==> config.mk <==
export PLATFORM = sky130hd
export DESIGN_NAME = gray_updown_counter_flat
export DESIGN_NICKNAME = d
export VERILOG_FILES = /design/src/rtl/gray_updown_counter_pkg.sv /design/src/rtl/gray_updown_counter_if.sv /design/src/rtl/gray_updown_counter_gray2bin.sv /design/src/rtl/gray_updown_counter.sv /design/src/flat_wrapper.sv
export SDC_FILE = /design/constraint.sdc
export NUM_CORES = 1
export LEC_CHECK = 0
export CORE_MARGIN = 4
export CORE_UTILIZATION = 38
export DETAILED_ROUTE_END_ITERATION = 8
export PLACE_DENSITY_LB_ADDON = 0.25
export SLEW_MARGIN = 20
export SYNTH_ARGS = -nofsm -noshare
export SYNTH_HDL_FRONTEND = slang
export SYNTH_SLANG_ARGS = --single-unit
==> constraint.sdc <==
create_clock -name clk -period 1.8 [get_ports clk]
set_clock_uncertainty 0.2 [all_clocks]
set_input_delay 0.36 -clock clk [delete_from_list [all_inputs] [get_ports clk]]
set_output_delay 0.36 -clock clk [all_outputs]
set_load 0.005 [all_outputs]
==> src/rtl/gray_updown_counter_pkg.sv <==
// rtl/gray_updown_counter_pkg.sv - shared constants and helpers for the Gray up/down counter
package gray_updown_counter_pkg;

    localparam int DEFAULT_WIDTH = 4;

    // Boundary behaviour encodings for the SATURATE parameter
    localparam int WRAP_MODE = 0;
    localparam int SAT_MODE  = 1;

    function automatic logic [31:0] bin2gray(input logic [31:0] b);
        return b ^ (b >> 1);
    endfunction

endpackage

==> src/rtl/gray_updown_counter_if.sv <==
// rtl/gray_updown_counter_if.sv - control and status bundle for the Gray up/down counter
interface gray_updown_counter_if #(
    parameter int DATA_WIDTH = 4
);
    logic                  en;
    logic                  up;
    logic                  load;
    logic [DATA_WIDTH-1:0] load_gray;
    logic [DATA_WIDTH-1:0] gray_out;
    logic [DATA_WIDTH-1:0] bin_out;
    logic                  at_max;
    logic                  at_min;
    logic                  wrap;

    modport master (
        output en, up, load, load_gray,
        input  gray_out, bin_out, at_max, at_min, wrap
    );

    modport slave (
        input  en, up, load, load_gray,
        output gray_out, bin_out, at_max, at_min, wrap
    );
endinterface

==> src/rtl/gray_updown_counter_gray2bin.sv <==
// rtl/gray_updown_counter_gray2bin.sv - combinational Gray to binary converter (prefix XOR from MSB)
module gray2bin #(
    parameter int DATA_WIDTH = 4
) (
    input  logic [DATA_WIDTH-1:0] gray_i,
    output logic [DATA_WIDTH-1:0] bin_o
);
    always_comb begin
        bin_o = gray_i;
        for (int i = DATA_WIDTH - 2; i >= 0; i--) begin
            bin_o[i] = bin_o[i+1] ^ gray_i[i];
        end
    end
endmodule

==> src/rtl/gray_updown_counter.sv <==
// rtl/gray_updown_counter.sv - binary-state up/down counter with registered Gray output
module gray_updown_counter
    import gray_updown_counter_pkg::*;
#(
    parameter int DATA_WIDTH = DEFAULT_WIDTH,
    parameter int SATURATE   = WRAP_MODE
) (
    input  logic clk,
    input  logic resetn,
    gray_updown_counter_if.slave cnt
);
    localparam logic                  SAT_EN = (SATURATE == SAT_MODE);
    localparam logic [DATA_WIDTH-1:0] ONE    = {{(DATA_WIDTH-1){1'b0}}, 1'b1};

    logic [DATA_WIDTH-1:0] bin_q, bin_d;
    logic [DATA_WIDTH-1:0] gray_q, gray_d;
    logic [DATA_WIDTH-1:0] load_bin;
    logic                  wrap_q, wrap_d;
    logic                  at_max_w, at_min_w, sat_hold;

    gray2bin #(.DATA_WIDTH(DATA_WIDTH)) u_gray2bin (
        .gray_i (cnt.load_gray),
        .bin_o  (load_bin)
    );

    assign at_max_w = &bin_q;
    assign at_min_w = ~|bin_q;
    // A step that would cross the boundary is suppressed in saturating mode
    assign sat_hold = SAT_EN && (cnt.up ? at_max_w : at_min_w);

    always_comb begin
        bin_d  = bin_q;
        wrap_d = 1'b0;
        if (cnt.load) begin
            bin_d = load_bin;
        end else if (cnt.en && !sat_hold) begin
            if (cnt.up) begin
                bin_d  = bin_q + ONE;
                wrap_d = at_max_w;
            end else begin
                bin_d  = bin_q - ONE;
                wrap_d = at_min_w;
            end
        end
        gray_d = DATA_WIDTH'(bin2gray(32'(bin_d)));
    end

    always_ff @(posedge clk) begin
        if (!resetn) begin
            bin_q  <= '0;
            gray_q <= '0;
            wrap_q <= 1'b0;
        end else begin
            bin_q  <= bin_d;
            gray_q <= gray_d;
            wrap_q <= wrap_d;
        end
    end

    assign cnt.gray_out = gray_q;
    assign cnt.bin_out  = bin_q;
    assign cnt.at_max   = at_max_w;
    assign cnt.at_min   = at_min_w;
    assign cnt.wrap     = wrap_q;

    a_gray_onehot_step: assert property (@(posedge clk) disable iff (!resetn)
        (cnt.en && !cnt.load && !sat_hold) |=> $onehot(gray_q ^ $past(gray_q)));
    a_sat_hold: assert property (@(posedge clk) disable iff (!resetn)
        (cnt.en && !cnt.load && sat_hold) |=> ($stable(bin_q) && !wrap_q));
    a_no_wrap_on_load: assert property (@(posedge clk) disable iff (!resetn)
        cnt.load |=> !wrap_q);
    c_wrap_up: cover property (@(posedge clk) disable iff (!resetn)
        cnt.en && !cnt.load && cnt.up && at_max_w && !SAT_EN);
    c_wrap_down: cover property (@(posedge clk) disable iff (!resetn)
        cnt.en && !cnt.load && !cnt.up && at_min_w && !SAT_EN);
endmodule
==> src/flat_wrapper.sv <==
// flat-port wrapper written by rule: the top's interface ports become plain ports
module gray_updown_counter_flat import gray_updown_counter_pkg::*;
#(
    parameter int DATA_WIDTH = DEFAULT_WIDTH,
    parameter int SATURATE   = WRAP_MODE
)
  (clk, resetn, cnt_en, cnt_up, cnt_load, cnt_load_gray, cnt_gray_out, cnt_bin_out, cnt_at_max, cnt_at_min, cnt_wrap);
  gray_updown_counter_if #(.DATA_WIDTH(DATA_WIDTH)) cnt_i ();
  input  logic clk;
  input  logic resetn;
  input wire logic [$bits(cnt_i.en)-1:0] cnt_en;
  input wire logic [$bits(cnt_i.up)-1:0] cnt_up;
  input wire logic [$bits(cnt_i.load)-1:0] cnt_load;
  input wire logic [$bits(cnt_i.load_gray)-1:0] cnt_load_gray;
  output wire logic [$bits(cnt_i.gray_out)-1:0] cnt_gray_out;
  output wire logic [$bits(cnt_i.bin_out)-1:0] cnt_bin_out;
  output wire logic [$bits(cnt_i.at_max)-1:0] cnt_at_max;
  output wire logic [$bits(cnt_i.at_min)-1:0] cnt_at_min;
  output wire logic [$bits(cnt_i.wrap)-1:0] cnt_wrap;
  assign cnt_i.en = cnt_en;
  assign cnt_i.up = cnt_up;
  assign cnt_i.load = cnt_load;
  assign cnt_i.load_gray = cnt_load_gray;
  assign cnt_gray_out = cnt_i.gray_out;
  assign cnt_bin_out = cnt_i.bin_out;
  assign cnt_at_max = cnt_i.at_max;
  assign cnt_at_min = cnt_i.at_min;
  assign cnt_wrap = cnt_i.wrap;
  gray_updown_counter #(.DATA_WIDTH(DATA_WIDTH), .SATURATE(SATURATE)) u_core (.clk(clk), .resetn(resetn), .cnt(cnt_i));
endmodule
Yosys cells after proc, flatten, opt, wreduce, memory -nomap -nowiden --
Index checks and enable logic that the tools add are counted.
Word-level totals: bits in registers 9, memory bits (read-only) 0, output and inout port bits 11, bits of input ports 9, memory bits (writable) 0, memories kept 0, logic and storage cells 19, bits in latches 0
Operators by class: $mul 0, divide/modulo/power cells 0, $add $sub $neg 2, magnitude comparators 0, shifts and indexed selects 0, bitwise logic cells 6, multiplexer cells 4, equal/unequal tests 0, reduce and logical (&&, ||, !) cells 4
Operator list (count):
- 2-to-1 mux 4 bit | 3
- adder 4 x 1 -> 4 bit (second input constant) | 1
- AND reduction 4 bit | 1
- OR reduction 4 bit | 1
- subtractor 4 x 1 -> 4 bit (second input constant) | 1
- XOR 4 x 3 -> 4 bit | 1
- OR reduction 3 bit | 1
- XOR 1 bit | 3
- inverter 1 bit | 2
- zero test 1 bit | 1
- 2-to-1 mux 1 bit | 1

Logic depth before layout (Yosys ltp) --
Gate-level depths: netlist of run 1.
depth after elaboration 5, gate-level depth with buffers 6

By module --
A second synthesis of run 1 with hierarchy kept.
Unflattened totals: cells, all modules 57, area total of the unflattened synthesis 556.8 um^2
Modules (own cells, without submodules):
- gray_updown_counter | times used 1, seq. area each 160.2 um^2, cells each 52, area each 506.7 um^2
- gray2bin | times used 1, seq. area each 0.0 um^2, cells each 5, area each 50.0 um^2

Worst setup path after synthesis of run 1 --
Ideal clock, no wire load.
path type register to register, from register u_core.bin_q[0] (netlist: u_core.cnt.bin_out[0]), to register u_core.gray_q[2] (netlist: u_core.cnt.gray_out[2]), period minus slack after synthesis 1.900 ns, required time 1.528 ns, arrival time 1.629 ns, path slack -0.100 ns, setup time 0.072 ns, cell stages (with the launch flop) 7, path through dfxtp_1 inv_1 fa_1 xnor2_1 a211o_1 a21bo_1 mux2i_1
On the way: cells in the longest elaborated chain, start to end 5
Ends and longest elaborated chain:
- start: declaration | RTL line gray_updown_counter.sv:15 | logic [DATA_WIDTH-1:0] bin_q, bin_d;
- start signal: assignment | RTL line gray_updown_counter.sv:54 | bin_q <= bin_d;
- subtractor 4 x 1 -> 4 bit / adder 4 x 1 -> 4 bit (equally long branches) | RTL line gray_updown_counter.sv:41, gray_updown_counter.sv:38
- 2-to-1 mux 4 bit * | RTL line gray_updown_counter.sv:37 | if (cnt.up) begin
- 2-to-1 mux 4 bit * | RTL line gray_updown_counter.sv:36 | end else if (cnt.en && !sat_hold) begin
- 2-to-1 mux 4 bit * | RTL line gray_updown_counter.sv:34 | if (cnt.load) begin
- XOR 4 x 3 -> 4 bit * | RTL line gray_updown_counter_pkg.sv:11 | return b ^ (b >> 1);
- end signal: assignment | RTL line gray_updown_counter.sv:55 | gray_q <= gray_d;
- end: declaration | RTL line gray_updown_counter.sv:16 | logic [DATA_WIDTH-1:0] gray_q, gray_d;
Mark *: on every way between the ends. The rest lies on a longest branch, timed or not. A chain may end at the register's enable or synchronous reset.

==> results_dict.tcl, run 1 <==
set metrics [dict create \
    status "complete, but fails checks" \
    violations "setup timing" \
    wl_per_cell_microns 12.0 \
    rows 13 \
    arrival_ns 1.26 \
    drive_above_1_share_pct 25.8 \
    drt-total-wl_mm 1.25 \
    synthToLayoutAreaGrowth_pct 57.8 \
    worstHoldStart "cnt_en" \
    critPathLaunch "u_core.cnt.gray_out[3]" \
    synth.cell_area_sq_um 558 \
    peakVddDrop_mv 0.482 \
    via_per_inst 5.02 \
    synthTopCellsByArea "dfxtp_1 29%, o211a_1 7.2%, xnor2_1 4.7%" \
    crit_slowest_cell "dfxtp_2" \
    drtPass1Iterations 4 \
    max-clock-path-buffers 2 \
    finalNetCount 102 \
    grt_pass1_wl_mm 2.12 \
    cts_num_sinks 8 \
    slew_viol_final 0 \
    antenna_found_initial 0 \
    avgSynthCellArea_sq_um 9.30 \
    gp_congestion 0.768 \
    r2r_start "u_core.cnt.bin_out[0]" \
    seq_area_frac_synth_pct 28.7 \
    max_freq_mhz 551 \
    crit_chain "buf_4 > nor4_2 > dlygate4sd2_1" \
    io_pins 20 \
    grt_usage_pct 14.2 \
    placed_area_sq_um 817 \
    stdcell_area_sq_um 881 \
    slew-limit-headroom_pct 74.3 \
    n_antenna_cell 0 \
    final_core_util_pct 65.2 \
    cts-buffers-inserted 3 \
    tightest_slew_ns 0.386 \
    synthesis.nets 72 \
    yosys.area.top_type "dfxtp_1" \
    core_area_sq_um 1350 \
    dpl.cell_count 99 \
    crit_type "reg2out" \
    fin_ws_ns -0.0154 \
    synth_top_area_share_pct 28.7 \
    drt_iter0_markers 4 \
    rsz0062_at_grt "true" \
    synthTopCellsByCount "8 x dfxtp_1, 5 x nand2_1, 4 x inv_1, 4 x o211a_1" \
    grt_pass1_vias 510 \
    grt_max_degree 10 \
    dieArea_sq_um 2150 \
    vias 522 \
    io_buffers 19 \
    slowest_delay_ns 0.34 \
    die_x_microns 46.3 \
    cp-start-kind "flop" \
    cts_tree "done" \
    synth_flop_cell "dfxtp_1" \
    cts-root-buf "clkbuf_4" \
    min_path_type "in2reg" \
    grt-ovfl-total 0 \
    postCtsHoldBufs 0 \
    start_util_pct 41.3 \
    dp_hpwl_microns 977 \
    layout_min_cycle_time_ns 1.82 \
    async_reset_ff_share_pct 0 \
    yosysWarnings 0 \
    p_leak_nw 0.414 \
    drv_cap 0 \
    yosysMostFrequentCell "dfxtp_1" \
    synth_cell_types 30 \
    p_per_area_nw_per_um2 698 \
    synth_cells 60 \
    stdcell_count 104 \
    htreeDepth 1 \
    dieHeight_microns 46.3 \
    synth.ff_latch_count 8 \
    timing.final.crit_share_pct 101 \
    path_max_fanout 4 \
    setup_viol 2 \
    required_ns 1.24 \
    crit_path_end_kind "output port" \
    drc 0 \
    synth_edf_count 0 \
    hold_viol 0 \
    clkSlewWorstSetupHoldPaths_ns 0.06 \
    clk_latency_ns 0.25 \
    ant_nets 0 \
]
==> timing repair <==
item | in CTS | in global routing
hold endpoints to repair | 0 | 0
cloned | 0 | 0
endpoints found under the setup margin | 8 | 6
setup buffers | 1 | 0
resized for setup | 13 | 2
==> state kept, by name (all words and copies together) (netlist names) <==
register	count
u_core.cnt.bin_out	3
u_core.cnt.gray_out	4
u_core.cnt.wrap	1
==> cells in the final DEF (no fill, tap or decap), drive strengths merged, types with 3 or more instances in the layout <==
| cell | Yosys | routed |
|---|---|---|
| dlygate4sd2 | 0 | 5 |
| buf | 4 | 10 |
| nand3 | 3 | 3 |
| mux2i | 3 | 3 |
| inv | 4 | 4 |
| xor2 | 3 | 3 |
| clkdlybuf4s50 | 0 | 14 |
| nand2 | 5 | 5 |
| dfxtp | 8 | 8 |
| clkbuf | 0 | 4 |
| xnor2 | 3 | 3 |
| o211a | 4 | 4 |
==> area by class of cell <==
cell class | count | area, sq um
Sequential cell | 8 | 170
Tap cell | 15 | 18.8
Timing Repair Buffer | 29 | 263
Multi-Input combinational cell | 44 | 383
Inverter | 4 | 20.0
Clock buffer | 4 | 26.3
Fill cell | 120 | 469
==> metal layers <==
layer  track usage [%]  share of wire (%)  vias to the layer above
li1                  -                  -                      269
met1              17.7                 45                      238
met2              21.4                 48                       13
met3              2.73                6.1                        2
met4              10.2               0.80                        0
met5                 0                  0                        -
==> per-stage QoR <==
step           TNS (ns)  hold WS [ns]  worst slack (ns)  total power [mW]
2_1_floorplan         0         0.282            0.0228             0.345
3_3_place_gp      -2.39         0.447            -0.443             0.452
3_5_place_dp      -2.56         0.462            -0.488             0.455
4_1_cts         -0.0132         0.458           -0.0132             0.624
5_1_grt          -0.262         0.507           -0.0862             0.660
6_report        -0.0183         0.451           -0.0154             0.615
==> cell families (layout without fill, tap and decap cells) <==
family | count (synthesis) | after routing | synth area share [%]
AO/OA/AOI/OAI | 11 | 11 | 16.6
XOR/XNOR | 7 | 7 | 13.5
adder cells (fa/ha/maj) | 3 | 3 | 8.07
buffers and inverters | 8 | 37 | 6.73
flip-flops | 8 | 8 | 28.7
multiplexers | 3 | 3 | 6.05
AND/OR/NAND/NOR | 20 | 20 | 20.4
==> report_power, final <==
part / internal, mW / switching [mW]
Sequential: 0.200 / 0.0178
Combinational: 0.147 / 0.102
Clock: 0.0850 / 0.0638
Total: 0.432 / 0.183
==> critical path, delay by kind of cell (launching register included) <==
family | cells | cell delay, ns
buffers and inverters | 2 | 0.41
AND/OR/NAND/NOR | 1 | 0.26
flip-flops | 1 | 0.34
==> path summary, 6_finish.rpt <==
path,to,slack (ns),depth (start not counted)
min,u_core.cnt.wrap,0.45,3
max,cnt_at_min,-0.02,3
max reg2reg,u_core.cnt.gray_out[2],0,6
min reg2reg,u_core.cnt.wrap,0.48,3
Power figures use the tool's default switching activity.
==> inputs of run 2 (changes only) <==
- SETUP_SLACK_MARGIN: default -> 0.1
==> run 2 against run 1 <==
Setup slack improved by 0.050 ns. Critical endpoint is now u_core.cnt.gray_out[2]. Maximum frequency up 2.8%. Count of clock-buffer cells in the layout unchanged. Largest power group unchanged. Largest cell class unchanged. The run now ends clean. Via count increased by 8.8%.
==> results_dict.tcl, run 2 (same netlist as run 1, synthesis figures left out) <==
set metrics [dict create \
    required_ns 1.79 \
    p_per_area_nw_per_um2 698 \
    core_area_sq_um 1350 \
    grt_pass1_vias 533 \
    fin_ws_ns 0.0345 \
    total_power_uw 652 \
    slew-limit-headroom_pct 76.8 \
    max_freq_mhz 566 \
    dieArea_sq_um 2150 \
    postCtsHoldBufs 0 \
    layout_min_cycle_time_ns 1.77 \
    cp-start-kind "flop" \
    slew_viol_final 0 \
    path_max_fanout 4 \
    drv_cap 0 \
    gp_congestion 0.757 \
    n_antenna_cell 0 \
    drt_iter0_markers 9 \
    wl_per_cell_microns 13.2 \
    dp_hpwl_microns 986 \
    reg2regPathDepth 6 \
    grt_max_degree 13 \
    grt_usage_pct 15.9 \
    drc 0 \
    min_path_type "in2reg" \
    place_ws_ns -0.498 \
    synthToLayoutAreaGrowth_pct 67.5 \
    p_leak_nw 0.468 \
    cts_tree "done" \
    stdcell_count 106 \
    rr_endpoint "u_core.cnt.gray_out[2]" \
    clk_latency_ns 0.26 \
    vias 568 \
    antenna_found_initial 0 \
    dieHeight_microns 46.3 \
    crit_type "reg2reg" \
    start_util_pct 41.3 \
    die_x_microns 46.3 \
    crit_path_end_kind "flop" \
    r2r_start "u_core.cnt.bin_out[0]" \
    cts-root-buf "clkbuf_4" \
    grt_pass1_wl_mm 2.36 \
    finalNetCount 104 \
    reg2reg_slack_ns 0.03 \
    holdPathStages 3 \
    status "complete, no violations" \
    arrival_ns 1.75 \
    placed_area_sq_um 842 \
    drt-total-wl_mm 1.40 \
    htreeDepth 1 \
    tightest_slew_ns 0.348 \
    setup_viol 0 \
    final_cell_mix "11 x buf_4, 8 x clkdlybuf4s50_1, 7 x dlygate4sd2_1" \
    final_common_cell "buf_4" \
    max-clock-path-buffers 2 \
    rsz0062_at_grt "true" \
    drive_above_1_share_pct 35.2 \
    dpl.cell_count 101 \
    peakVddDrop_mv 0.609 \
    final_core_util_pct 69.2 \
    worstHoldStart "cnt_load_gray[1]" \
    io_buffers 19 \
    io_pins 20 \
    ant_nets 0 \
    stdcell_area_sq_um 935 \
    timing.final.crit_share_pct 98.1 \
    largest_register_ffs 4 \
    cts-buffers-inserted 3 \
    grt-ovfl-total 0 \
    hold_end "u_core.cnt.gray_out[1]" \
    hold_viol 0 \
    drtPass1Iterations 4 \
    clkSlewWorstSetupHoldPaths_ns 0.06 \
    via_per_inst 5.36 \
    cts_num_sinks 8 \
    rows 13 \
]
run 2: cell types whose count changed in the layout (fill, tap and decap cells not counted), moves of 2 or more:
cell | before | now
xnor2_2 | 0 | 2
a21oi_2 | 0 | 2
buf_4 | 9 | 11
xnor2_1 | 3 | 1
dlygate4sd2_1 | 5 | 7
a21oi_1 | 2 | 0
clkdlybuf4s50_1 | 14 | 8
dlymetal6s2s_1 | 0 | 2
run 2: layout make-up:
cell class | count | area [sq um]
Clock buffer | 4 | 26.3
Multi-Input combinational cell | 44 | 427
Sequential cell | 8 | 173
Fill cell | 110 | 415
Timing Repair Buffer | 31 | 270
Tap cell | 15 | 18.8
Inverter | 4 | 20.0
run 2: worst max path at each step:
stage,start,slack (ns),depth (start not counted),endpoint
finish,u_core.cnt.bin_out[0],0.03,6,u_core.cnt.gray_out[2]
global route,u_core.cnt.bin_out[0],-0.02,6,u_core.cnt.gray_out[2]
CTS,u_core.cnt.bin_out[0],0.006,2,cnt_at_min
detailed placement,cnt_up,-0.50,7,u_core.cnt.gray_out[2]
global placement,cnt_up,-0.46,7,u_core.cnt.gray_out[2]
floorplan,u_core.cnt.bin_out[1],0.10,6,u_core.cnt.gray_out[2]
run 2: routing by layer:
layer,vias to the layer above,wire length [microns],GRT usage [%]
met4,0,0,3.41
li1,279,-,-
met5,-,0,0
met3,0,123,7.81
met2,24,649,23.6
met1,265,631,20.6
run 2: metrics by stage:
step	TNS (ns)	hold WS, ns
after floorplan	0	0.282
after global placement	-2.60	0.457
after detailed placement	-2.73	0.445
after CTS	0	0.450
after global routing	-0.0334	0.315
final	0	0.275
run 2: what timing repair did:
item                                   in CTS  in global routing
setup buffers                               0                  1
gates cloned                                0                  0
setup endpoints to repair                  13                  8
gates resized for setup                    18                 13
endpoints found under the hold margin       0                  0
pin swaps                                   2                  4
run 2: report_power, final:
part / total (mW) / internal (mW) / leakage, nW / switching [mW]
combinational: 0.281 / 0.164 / 0.384 / 0.117
sequential: 0.220 / 0.200 / 0.0685 / 0.0207
clock: 0.151 / 0.0851 / 0.0150 / 0.0658
run 2: worst max-delay path, stage by stage, from the launching register on:
cell     delay [ns]
dfxtp_4        0.38
inv_4          0.04
fa_2           0.35
xnor2_2        0.16
a211o_1        0.28
a21bo_1        0.17
mux2i_1        0.11
==> inputs of run 3 (changes only) <==
- SLEW_MARGIN: 20 -> 10
==> results of run 3 <==
No change in the layout: final DEF, timing and power equal those of run 2.
